--- src/rtl/branch_pkg.sv ---
// -----------------------------------------------------------------------------
// branch_pkg
// Shared definitions for the branch resolve unit: compare-code encodings
// (RISC-V funct3 for conditional branches), the RUN/FLUSH state type and the
// width of the wrong-path flush down-counter.
// -----------------------------------------------------------------------------
package branch_pkg;

    // Compare codes; 3'b010 and 3'b011 are unused and resolve not-taken.
    localparam logic [2:0] CMP_EQ  = 3'b000;
    localparam logic [2:0] CMP_NE  = 3'b001;
    localparam logic [2:0] CMP_LT  = 3'b100;
    localparam logic [2:0] CMP_GE  = 3'b101;
    localparam logic [2:0] CMP_LTU = 3'b110;
    localparam logic [2:0] CMP_GEU = 3'b111;

    // Flush counter holds FLUSH_CYCLES, whose legal range is 1..15.
    localparam int FLUSH_CNT_W = 4;

    typedef enum logic {
        ST_RUN   = 1'b0,
        ST_FLUSH = 1'b1
    } br_state_e;

endpackage : branch_pkg

--- src/rtl/br_cmp_core.sv ---
// -----------------------------------------------------------------------------
// br_cmp_core
// Purely combinational branch comparator. Evaluates the branch condition
// selected by the compare code on two XLEN-bit operands.
//
// Ports:
//   i_op_a, i_op_b : compare operands
//   i_comp_ctl     : compare code (funct3)
//   o_taken        : 1 when the selected condition holds
// -----------------------------------------------------------------------------
module br_cmp_core
    import branch_pkg::*;
#(
    parameter int XLEN = 32
) (
    input  logic [XLEN-1:0] i_op_a,
    input  logic [XLEN-1:0] i_op_b,
    input  logic [2:0]      i_comp_ctl,
    output logic            o_taken
);

    logic w_eq;
    logic w_lt;
    logic w_ltu;

    assign w_eq  = (i_op_a == i_op_b);
    assign w_lt  = ($signed(i_op_a) < $signed(i_op_b));
    assign w_ltu = (i_op_a < i_op_b);

    always_comb begin
        // NOTE: default assigned first so no path through the case leaves
        // o_taken unassigned, which would otherwise infer a latch.
        o_taken = 1'b0;
        case (i_comp_ctl)
            CMP_EQ:  o_taken = w_eq;
            CMP_NE:  o_taken = !w_eq;
            CMP_LT:  o_taken = w_lt;
            CMP_GE:  o_taken = !w_lt;
            CMP_LTU: o_taken = w_ltu;
            CMP_GEU: o_taken = !w_ltu;
            default: o_taken = 1'b0;
        endcase
    end

endmodule : br_cmp_core

--- src/rtl/branch_resolve_unit.sv ---
// -----------------------------------------------------------------------------
// branch_resolve_unit
// Resolves conditional branches one cycle after acceptance, flags mispredicts,
// issues a one-cycle fetch redirect and then discards wrong-path requests for
// FLUSH_CYCLES cycles. Keeps saturating branch / mispredict statistics.
//
// Ports:
//   clk, rst                 : clock, synchronous active-high reset
//   in_valid / in_ready      : request handshake
//   br_en                    : request is a conditional branch (0 = pass-through)
//   op_a, op_b, comp_ctl     : compare operands and compare code
//   pc, imm, pred_taken      : branch PC, sign-extended offset, prediction
//   out_valid / out_ready    : registered result handshake
//   taken, mispredict        : resolved direction, prediction error
//   redirect_valid/_pc       : one-cycle redirect pulse and correct next PC
//   flushing                 : unit is discarding wrong-path requests
//   br_count, mp_count       : saturating statistics counters
// -----------------------------------------------------------------------------
module branch_resolve_unit
    import branch_pkg::*;
#(
    parameter int XLEN         = 32,
    parameter int FLUSH_CYCLES = 2,
    parameter int CNT_W        = 16
) (
    input  logic             clk,
    input  logic             rst,
    input  logic             in_valid,
    output logic             in_ready,
    input  logic             br_en,
    input  logic [XLEN-1:0]  op_a,
    input  logic [XLEN-1:0]  op_b,
    input  logic [2:0]       comp_ctl,
    input  logic [XLEN-1:0]  pc,
    input  logic [XLEN-1:0]  imm,
    input  logic             pred_taken,
    output logic             out_valid,
    input  logic             out_ready,
    output logic             taken,
    output logic             mispredict,
    output logic             redirect_valid,
    output logic [XLEN-1:0]  redirect_pc,
    output logic             flushing,
    output logic [CNT_W-1:0] br_count,
    output logic [CNT_W-1:0] mp_count
);

    localparam logic [FLUSH_CNT_W-1:0] FLUSH_LOAD = FLUSH_CNT_W'(FLUSH_CYCLES);
    localparam logic [CNT_W-1:0]       CNT_MAX    = '1;

    br_state_e              r_state;
    logic [FLUSH_CNT_W-1:0] r_flush_cnt;
    logic                   r_out_valid;
    logic                   r_taken;
    logic                   r_mispredict;
    logic                   r_redirect_valid;
    logic [XLEN-1:0]        r_redirect_pc;
    logic [CNT_W-1:0]       r_br_count;
    logic [CNT_W-1:0]       r_mp_count;

    logic                   w_cmp_taken;
    logic                   w_taken;
    logic                   w_mispredict;
    logic                   w_run_accept;
    logic [XLEN-1:0]        w_next_pc;

    br_cmp_core #(
        .XLEN (XLEN)
    ) u_cmp (
        .i_op_a     (op_a),
        .i_op_b     (op_b),
        .i_comp_ctl (comp_ctl),
        .o_taken    (w_cmp_taken)
    );

    // FLUSH always accepts so the front end can drain wrong-path requests.
    assign in_ready     = (r_state == ST_FLUSH) || !r_out_valid || out_ready;

    // Only requests accepted in RUN produce results or touch the counters.
    assign w_run_accept = in_valid && in_ready && (r_state == ST_RUN);

    assign w_taken      = br_en && w_cmp_taken;
    assign w_mispredict = br_en && (w_taken != pred_taken);
    // Both sums wrap modulo 2^XLEN.
    assign w_next_pc    = w_taken ? (pc + imm) : (pc + XLEN'(4));

    // Control FSM and result register.
    always_ff @(posedge clk) begin
        // NOTE: non-blocking assignments throughout sequential logic so every
        // register samples pre-edge values regardless of statement order.
        if (rst) begin
            r_state          <= ST_RUN;
            r_flush_cnt      <= '0;
            r_out_valid      <= 1'b0;
            r_taken          <= 1'b0;
            r_mispredict     <= 1'b0;
            r_redirect_valid <= 1'b0;
            r_redirect_pc    <= '0;
        end else begin
            // Redirect is a single pulse on the load cycle; a stalled result
            // keeps its fields but never re-raises the pulse.
            r_redirect_valid <= 1'b0;

            if (w_run_accept) begin
                r_out_valid      <= 1'b1;
                r_taken          <= w_taken;
                r_mispredict     <= w_mispredict;
                r_redirect_pc    <= w_next_pc;
                r_redirect_valid <= w_mispredict;
            end else if (out_ready) begin
                r_out_valid <= 1'b0;
            end

            case (r_state)
                ST_RUN: begin
                    // Enter FLUSH on the same edge the redirect is raised so
                    // the very next request is already treated as wrong-path.
                    if (w_run_accept && w_mispredict) begin
                        r_state     <= ST_FLUSH;
                        r_flush_cnt <= FLUSH_LOAD;
                    end
                end
                ST_FLUSH: begin
                    if (r_flush_cnt <= FLUSH_CNT_W'(1)) begin
                        r_state     <= ST_RUN;
                        r_flush_cnt <= '0;
                    end else begin
                        r_flush_cnt <= r_flush_cnt - FLUSH_CNT_W'(1);
                    end
                end
                default: begin
                    r_state     <= ST_RUN;
                    r_flush_cnt <= '0;
                end
            endcase
        end
    end

    // Saturating statistics counters.
    always_ff @(posedge clk) begin
        if (rst) begin
            r_br_count <= '0;
            r_mp_count <= '0;
        end else begin
            if (w_run_accept && br_en && (r_br_count != CNT_MAX)) begin
                r_br_count <= r_br_count + CNT_W'(1);
            end
            if (w_run_accept && w_mispredict && (r_mp_count != CNT_MAX)) begin
                r_mp_count <= r_mp_count + CNT_W'(1);
            end
        end
    end

    assign out_valid      = r_out_valid;
    assign taken          = r_taken;
    assign mispredict     = r_mispredict;
    assign redirect_valid = r_redirect_valid;
    assign redirect_pc    = r_redirect_pc;
    assign flushing       = (r_state == ST_FLUSH);
    assign br_count       = r_br_count;
    assign mp_count       = r_mp_count;

endmodule : branch_resolve_unit

--- config.mk ---
export PLATFORM = sky130hd
export DESIGN_NAME = branch_resolve_unit
export DESIGN_NICKNAME = d
export VERILOG_FILES = /design/src/rtl/branch_pkg.sv /design/src/rtl/br_cmp_core.sv /design/src/rtl/branch_resolve_unit.sv
export SDC_FILE = /design/constraint.sdc
export NUM_CORES = 1
export LEC_CHECK = 0
export BUFFER_PORTS_ARGS = -buffer_cell sky130_fd_sc_hd__buf_2
export CAP_MARGIN = 0
export CORE_ASPECT_RATIO = 0.6
export CORE_MARGIN = 2
export CORE_UTILIZATION = 52
export DETAILED_ROUTE_END_ITERATION = 10
export PLACE_DENSITY = 0.88
export SYNTH_ARGS = -nofsm -noshare
export SYNTH_HDL_FRONTEND = slang
export SYNTH_SLANG_ARGS = --single-unit
--- constraint.sdc ---
create_clock -name clk -period 5.29 [get_ports clk]
set_clock_uncertainty 0.2 [all_clocks]
set_input_delay 1.058 -clock clk [delete_from_list [all_inputs] [get_ports clk]]
set_output_delay 1.058 -clock clk [all_outputs]
set_load 0.005 [all_outputs]
# Yosys cells after proc, flatten, opt, wreduce, memory -nomap -nowiden
# Cells that the tools add are included.
[word_totals]
word_cells = 56
input_bits = 137
ff_bits = 73
[op_classes]
magnitude_cmp = 3
n_reduce_logical = 17
n_mux = 10
add_sub_neg = 5
eq_ne = 10
n_bitwise = 2
[op_table]
columns = ["op", "count"]
rows = [
  ["32-bit less-than comparator", 2],
  ["16-bit by 1-bit adder with 16-bit output (second input constant)", 2],
  ["32-bit by 3-bit adder with 32-bit output (second input constant)", 1],
  ["32-bit adder", 1],
  ["32-bit equality test", 1],
  ["32-bit 2-to-1 mux", 1],
  ["16-bit inequality test (second input constant)", 2],
  ["3-bit equality test (second input constant)", 4],
  ["1-bit logical AND", 8],
  ["4-bit 2-to-1 mux", 2],
  ["4-bit one-hot mux with 2 select lines", 1],
  ["1-bit one-hot mux with 6 select lines", 1],
  ["4-bit by 1-bit <= comparator with 1-bit output (second input constant)", 1],
  ["1-bit zero test", 4],
  ["1-bit 2-to-1 mux", 4],
  ["4-bit by 1-bit subtractor with 4-bit output (second input constant)", 1],
  ["3-bit by 1-bit equality test with 1-bit output (second input constant)", 1],
  ["3-bit zero test", 1],
  ["1-bit logical OR", 2],
  ["2-bit by 1-bit inequality test with 1-bit output (second input constant)", 1],
  ["1-bit inverter", 2],
  ["1-bit one-hot mux with 2 select lines", 1],
  ["2-bit nonzero test", 1],
  ["2-bit OR reduction", 1],
  ["1-bit inequality test", 1],
]

# Depth between registers and ports, before layout
# Gate-level depths: netlist (run 1).
[logic_depth]
ltp_word = 9
ltp_mapped = 12
depth_no_buf = 12

# Cells and area by module
# A second synthesis (run 1) with hierarchy kept.
[unflattened]
hier_cells = 816
hier_area_um2 = 6251.0
[modules_own_cells]
columns = ["mod", "seq_area_each_um2", "instances", "cells_each", "area_each_um2"]
rows = [
  ["branch_resolve_unit", 1461.4, 1, 696, 5386.4],
  ["br_cmp_core", 0.0, 1, 120, 864.6],
]

# Worst setup path after synthesis (run 1)
# Ideal clock, no wire load.
[synth_timing]
path_kind = "input port to flip-flop"
start = "input op_b[26]"
end = "register r_mp_count[15], in the netlist mp_count[15]"
t_arrival_ps = 3252
path_slack_ps = 1715
setup_time_ps = 123
n_path_buf = 0
required_ps = 4967
stages = 11
cell_sequence = "inv_1 > ha_1 > nand4_1 > nor3_1 > a221oi_2 > nand3_1 > o32a_1 > a21oi_2 > o21ai_2 > nor4_1 > mux2_1"
[synth_via]
elab_chain_len = 8
[synth_lines]
columns = ["item", "line_no", "text"]
rows = [
  ["start, declared", "branch_resolve_unit.sv:32", "input logic [XLEN-1:0] op_b,"],
  ["32-bit less-than comparator (tied with other cells)", "br_cmp_core.sv:28", "assign w_ltu = (i_op_a < i_op_b);"],
  ["1-bit zero test (on tied branches)", "br_cmp_core.sv:40, br_cmp_core.sv:36, br_cmp_core.sv:38", ""],
  ["1-bit one-hot mux with 6 select lines (*)", "br_cmp_core.sv:34", "case (i_comp_ctl)"],
  ["1-bit logical AND (*)", "branch_resolve_unit.sv:82", "assign w_taken = br_en && w_cmp_taken;"],
  ["1-bit inequality test (*)", "branch_resolve_unit.sv:83", "assign w_mispredict = br_en && (w_taken != pred_taken);"],
  ["1-bit logical AND (*)", "branch_resolve_unit.sv:83", ""],
  ["1-bit logical AND (*) (2 in a row)", "branch_resolve_unit.sv:148", "if (w_run_accept && w_mispredict && (r_mp_count != CNT_MAX)) begin"],
  ["end signal, assigned", "branch_resolve_unit.sv:149", "r_mp_count <= r_mp_count + CNT_W'(1);"],
  ["end, declared", "branch_resolve_unit.sv:59", "logic [CNT_W-1:0] r_mp_count;"],
]
# Every way passes the cells marked *; elsewhere a longest branch is shown, timed or not.
# A chain may end at the register's enable or synchronous reset.

# Final worst setup path (run 1)
[layout_timing]
start = "input op_b[26]"
end = "register r_mp_count[14], in the netlist mp_count[14]"
# The elaborated chain is that of the path after synthesis.

==> results of run 1 <==
-- area by class of cell --
| class | instances | area [um^2] | share of cell area (%) |
|---|---|---|---|
| Multi-Input combinational cell | 658 | 4470 | 58.1 |
| Sequential cell | 73 | 1460 | 19.0 |
| Timing Repair Buffer | 210 | 1060 | 13.8 |
| Clock buffer | 10 | 239 | 3.11 |
| Inverter | 58 | 218 | 2.83 |
| Tap cell | 160 | 200 | 2.60 |
| Clock inverter | 6 | 43.8 | 0.569 |
-- worst register-to-register path, delay by kind of cell (launching register included) --
kind / cells / cell delay [ns]
buffers and inverters: 1 / 0.31
flip-flops: 1 / 0.36
multiplexers: 1 / 0.37
AND/OR/NAND/NOR: 7 / 1.67
-- through the flow --
| stage | cells | utilization, % |
|---|---|---|
| CTS | 1175 | 67.0 |
| floorplan | 809 | - |
| detailed placement | 1159 | 64.5 |
| finish | 1175 | 67.0 |
| global placement | 1159 | 64.5 |
| global route | 1175 | 67.0 |
-- flip-flops by register name, indices dropped and copies added, names as in the netlist --
signal          count
redirect_pc        32
br_count           16
mp_count           16
r_flush_cnt         4
flushing            1
mispredict          1
out_valid           1
redirect_valid      1
taken               1
-- layer usage --
layer | vias to the layer above | GRT usage, % | share of wire (%)
met5 | - | 0 | 0
met3 | 20 | 3.87 | 7.6
met4 | 0 | 5.97 | 1.1
met1 | 2969 | 38.1 | 47
li1 | 3321 | - | -
met2 | 270 | 46.0 | 44
-- cell usage in the layout, fill, tap and decap left out, types with 4 or more instances in the layout --
master | netlist | final
xnor2_1 | 40 | 40
o31ai_1 | 4 | 4
buf_2 | 3 | 206
nand3_1 | 30 | 30
nand4_1 | 14 | 14
mux2i_1 | 8 | 8
clkbuf_16 | 0 | 9
nand2b_1 | 12 | 12
nand2_1 | 84 | 84
a31oi_1 | 4 | 4
and3_1 | 19 | 19
xor2_1 | 29 | 29
a211o_1 | 4 | 4
o221ai_1 | 10 | 10
buf_4 | 1 | 4
o211ai_1 | 6 | 6
dfxtp_1 | 73 | 73
nor2b_1 | 13 | 12
o21bai_1 | 5 | 5
o21ai_0 | 36 | 36
nor3_1 | 14 | 14
ha_1 | 68 | 68
inv_1 | 58 | 58
nor4_1 | 7 | 7
or3_1 | 13 | 13
o21a_1 | 5 | 5
nor2_1 | 65 | 65
a21o_1 | 17 | 17
a211oi_1 | 9 | 9
or4_1 | 5 | 5
and2_1 | 4 | 4
a21oi_1 | 77 | 77
and4_1 | 5 | 5
-- worst max path at each step --
stage             start              end  slack, ns  cells after the start
6_report       op_b[26]     mp_count[14]       1.33                     12
2_1_floorplan  op_b[26]     mp_count[15]       1.71                     11
3_5_place_dp   op_b[15]  redirect_pc[10]       1.00                     13
4_1_cts        op_b[26]  redirect_pc[10]       1.35                     13
3_3_place_gp   op_a[15]  redirect_pc[10]       1.06                     12
5_1_grt        op_b[26]      mp_count[2]       1.12                     12
-- kinds of logic after synthesis --
| family | after synthesis | synth area share [%] |
|---|---|---|
| AND/OR/NAND/NOR | 298 | 24.2 |
| AO/OA/AOI/OAI | 210 | 21.8 |
| buffers and inverters | 78 | 4.82 |
| flip-flops | 73 | 23.5 |
| XOR/XNOR | 69 | 9.71 |
| adder cells (fa/ha/maj) | 69 | 14.0 |
| multiplexers | 12 | 2.01 |
-- power groups by stage --
stage                     registers (mW)  clock network [mW]  logic [mW]
final                              0.598               0.571       0.492
after global routing               0.601               0.600       0.548
after CTS                          0.598               0.579       0.486
after detailed placement           0.609                   0       0.483
after global placement             0.609                   0       0.472
after floorplan                    0.609                   0       0.311
==> summary.txt, run 1 <==
Critical path
  – CP Class: input port to flip-flop
  – Launch point of the worst reg-to-reg path: flushing
  – Worst-path cell chain: buf_2, inv_1, ha_1, nand4_1, nor3_1, a221oi_2, nand3_1, o32ai_1, nor3_4, nor2_1, nor4_1, mux2_2
  – CP required: 5.30 ns
  – CP max stage cell: nor2_1
  – Delay-heaviest family, CP: simple AND/OR/NAND/NOR gates
  – CP endpoint kind: flip-flop
  – R2r endpoint: mp_count[14]
  – R2R setup slack: between 2 and 2.5 ns
  – WP buf/inv: 2
  – Reg2reg path depth: 9
  – Arrival time at the worst endpoint: 3.97 ns
  – Setup crit start kind: input port
  – Slowest stage delay, CP: 0.69 ns
  – Critical-path maximum fanout: 15

Cells and area
  – Diode count: 0
  – Final #Nets: 1216
  – FILL cells: between 1000 and 1500
  – Fraction of layout cells with a size suffix above 1: 24.3%
  – Syn-to-layout area delta: 23.6%
  – Design area: between 7000 and 8000 um^2

Floorplanning
  – Die H: roughly 89 um
  – Die width: ~150 um
  – CORE AREA: 11500 um^2
  – Initial Util: 54.2%
  – DIE AREA: 12900 um^2
  – IO Count: approximately 210
  – # rows: 30

Clocking
  – Worst skew pair latency: 0.33 ns
  – Clock buffer depth: 2
  – Post-cts sizing count: 0
  – TritonCTS Buffers: 9
  – CTS tree: yes
  – CTS H-tree depth: 3
  – Clock root cell: clkbuf_16
  – Cts hold-fix bufs: 0
  – Postcts setup bufs: 0
  – Sink Count: 73
  – Worst-path clk slew: 0.06 ns

Synthesis
  – Most frequent cell after synthesis: nand2_1
  – Synthesized cell area: 6220 um^2
  – Post-synth cell types: 72
  – Asr flop ratio synth: 0%
  – Post-Syn Area per Cell: 7.69 um^2
  – Synth top area share: 23.5%
  – Synth Flop Type: dfxtp_1
  – Top cells by count, synth: nand2_1 (84), a21oi_1 (77), dfxtp_1 (73)
  – Syn Inst Count: 809
  – Ys Warns: 0
  – Register area share after synthesis: 23.5%
  – Post-synth EDFFs: 0
  – Seq cells post-synth: 73
  – Post-synth top area cell: dfxtp_1
  – Largest cells by area after synthesis: dfxtp_1 (23%), ha_1 (14%), a21oi_1 (6.2%)
  – Post-synth net total: 1015

Hold path
  – Hold Crit Class: flip-flop to flip-flop
  – Hold path start: redirect_pc[23]
  – Hold endpoint: redirect_pc[23]
  – Hold Crit Depth: 2

STA
  – Fin. max-slew vios: 0
  – Hold_ws: 0.253 ns
  – Max Fclk: between 200 and 300 MHz
  – Setup TNS: 0 ns
  – Crit share post-route: 74.8%
  – Hold Vio Cnt, Final: 0
  – Max_slew headroom: 41.2%
  – Worst setup margin: between 1 and 1.5 ns
  – RSZ-0062 raised after global routing: no
  – Worst Tran Pin Value: 0.878 ns
  – Final min period: 3.96 ns
  – Final setup viols: 0

Routing
  – DR vias/cell: 5.60
  – Initial drt markers: 394
  – WL/cell: 15.2 um
  – Post-route ant nets: 0
  – Number of iterations in the first detailed-routing pass: 5
  – Final WL: 17.9 mm
  – Via count: roughly 6600
  – Drt drc: 0

Place
  – Number of port buffers: 206
  – Pre-CTS WS: roughly 1.0 ns
  – DP HPWL: about 14 mm
  – Placed instance area: about 7400 um^2
  – Gp weighted congestion: ~0.97

Pwr
  – Internal: 1.13 mW
  – Leakage power: 3.66 nW
  – NetSw: around 530 uW
  – Flop pwr share: a little over a third
  – Peak VDD IR: 0.150 mV
  – Sw Ratio: 32.2%
  – Total Power: 1.66 mW
  – Clock power share: 34.4%
  – Combinational Power Share: a little under 30%
  – P per Cell Area: 216 nW/um^2

GRT
  – Vias in the first global route: around 6100
  – GRT Residual Overflow: 0
  – First-pass GRT wire length: 29.2 mm
  – Total track usage: 27.4%
  – Largest net degree at the start of global routing: 66
  – Initial antenna violation count: 0

Job
  – Max cap viols: 0

Status
  – Status: completed
Power figures use the tool's default switching activity.
==> inputs of run 2 (changes only) <==
Clock period 5.29 ns to 3.8 ns, I/O delays scaled along.
==> run 2 against run 1 <==
Effect of this change:
- register-to-register slack worse by 1.3 ns
- sequential cell count stayed put
- via count is 0.91% higher
- sequential power is 39% higher
- cell area is 2.1% higher
- core utilization is 1.4 points higher
- hold slack worse by 0.0043 ns
- clock power is 71% higher
- final cell count is 1.0% higher
- critical path type unchanged
- largest cell class unchanged
==> summary.txt, run 2 (synthesis gave the netlist of run 1 again) <==
Place
  – Gp weighted congestion: 0.970
  – Number of port buffers: 206
  – DP HPWL: 14.4 mm

Clocking
  – Post-cts sizing count: 0
  – CTS H-tree depth: 3
  – CTS tree: yes
  – Worst skew pair latency: approximately 0.33 ns
  – Cts hold-fix bufs: 0
  – Sink Count: 73
  – TritonCTS Buffers: 9
  – Postcts setup bufs: 0
  – Worst-path clk slew: 0.06 ns
  – Clock buffer depth: 2
  – Clock root cell: clkbuf_16

Cells and area
  – Post-layout util: roughly 68%
  – Commonest cells after routing, fill and taps aside: buf_2 (206), nand2_1 (84), a21oi_1 (77), dfxtp_1 (73), ha_1 (68)
  – FILL cells: ~990
  – FF/Latch Area: 1460 um^2
  – Final #Nets: 1227
  – Fraction of layout cells with a size suffix above 1: 25.1%
  – Area of the multi-input gates: 4470 um^2
  – Syn-to-layout area delta: 26.2%
  – Leading cell type in the layout, fill and taps excluded: buf_2
  – Max reg flops: 32

Routing
  – Number of iterations in the first detailed-routing pass: 5
  – Initial drt markers: ~420
  – Via count: 6640
  – WL/cell: between 15 and 20 um
  – Final WL: about 18 mm
  – DR vias/cell: 5.59
  – Post-route ant nets: 0
  – Drt drc: 0

Critical path
  – CP Launch Point: pc[6]
  – Reg2reg path depth: 9
  – WP buf/inv: 1
  – CP required: 3.79 ns
  – CP Class: input port to flip-flop
  – Delay-heaviest family, CP: simple AND/OR/NAND/NOR gates
  – Crit path depth: 11
  – Worst-path cell chain: buf_2, ha_1, a211o_1, a211oi_1, or4_1, a21oi_1, nor4b_1, o21bai_1, or3_1, nand3_1, a31oi_1
  – R2R setup slack: 0.98 ns
  – CP endpoint: redirect_pc[29]
  – Setup crit start kind: input port
  – CP endpoint kind: flip-flop
  – Launch point of the worst reg-to-reg path: mp_count[0]
  – Arrival time at the worst endpoint: 3.39 ns
  – R2r endpoint: mp_count[14]
  – CP max stage cell: a211oi_1
  – Critical-path maximum fanout: 4
  – Slowest stage delay, CP: 0.41 ns

Floorplanning
  – DIE AREA: 12900 um^2
  – Die width: ~150 um
  – CORE AREA: 11500 um^2
  – Die H: between 80 and 90 um
  – Initial Util: a little over half
  – IO Count: 207
  – # rows: 30

STA
  – RSZ-0062 raised after global routing: no
  – Final min period: 3.40 ns
  – Crit share post-route: about 89%
  – Setup TNS: 0 ns
  – Max_slew headroom: ~58%
  – Fin. max-slew vios: 0
  – Hold Vio Cnt, Final: 0
  – Max Fclk: 294 MHz
  – Worst Tran Pin Value: 0.627 ns
  – Final setup viols: 0

GRT
  – First-pass GRT wire length: roughly 29 mm
  – Total track usage: 27.7%
  – Largest net degree at the start of global routing: 35
  – Initial antenna violation count: 1
  – GRT Residual Overflow: 0
  – Vias in the first global route: 5953

Status
  – Status: completed

Hold path
  – Hold Crit Class: flip-flop to flip-flop

Pwr
  – P per Cell Area: 320 nW/um^2
  – Leakage power: 3.74 nW
  – Peak VDD IR: roughly 0.22 mV

Job
  – Max cap viols: 0
-- run 2: cell types whose count changed in the layout (fill, tap and decap cells not counted), sizes merged --
cell	before	now
clkbuf	10	9
clkinvlp	1	2
bufinv	0	3
buf	210	221
diode	0	1
clkinv	5	2
-- run 2: worst register-to-register path: cells and delay by family, from the launching register on --
kind	cells	cell delay [ns]
simple gates	6	1.33
mux	1	0.36
fa+ha+maj	1	0.26
flops	1	0.37
buf+inv	1	0.19
-- run 2: worst min path at each step --
| stage | startpoint | endpoint | slack, ns | cells after the start |
|---|---|---|---|---|
| after floorplan | redirect_pc[10] | redirect_pc[10] | 0.25 | 2 |
| after global placement | redirect_pc[12] | redirect_pc[12] | 0.23 | 1 |
| after detailed placement | redirect_pc[16] | redirect_pc[16] | 0.24 | 2 |
| after CTS | taken | taken | 0.25 | 2 |
| after global routing | redirect_pc[16] | redirect_pc[16] | 0.28 | 2 |
| final | taken | taken | 0.25 | 2 |
-- run 2: stage by stage --
stage	cells	setup WS [ns]	hold slack (ns)	power [mW]	cell area, um^2
after floorplan	809	0.523	0.248	1.28	6220
after global placement	1170	0.198	0.233	1.52	7510
after detailed placement	1170	0.0745	0.242	1.54	7510
after CTS	1186	0.410	0.254	2.52	7850
after global routing	1187	0.235	0.281	2.64	7860
final	1187	0.404	0.248	2.51	7860
-- run 2: routing by layer --
metal	vias to the layer above	global-route usage (%)	wire length (um)
li1	3354	-	-
met1	2959	39.0	8480
met2	307	44.6	7760
met3	20	4.90	1610
met4	0	6.60	219
met5	-	0	0
-- run 2: layout make-up --
type / instances / area share, %
Inverter: 58 / 2.77
Clock inverter: 7 / 1.51
Timing Repair Buffer: 221 / 14.7
Tap cell: 160 / 2.55
Sequential cell: 73 / 18.6
Multi-Input combinational cell: 658 / 56.9
Antenna cell: 1 / 0.0319
Clock buffer: 9 / 2.87
-- run 2: power breakdown --
part / internal, mW / switching [mW] / leakage (nW)
clock: 0.641 / 0.338 / 0.162
sequential: 0.806 / 0.0253 / 0.595
combinational: 0.315 / 0.388 / 2.98
total: 1.76 / 0.751 / 3.74
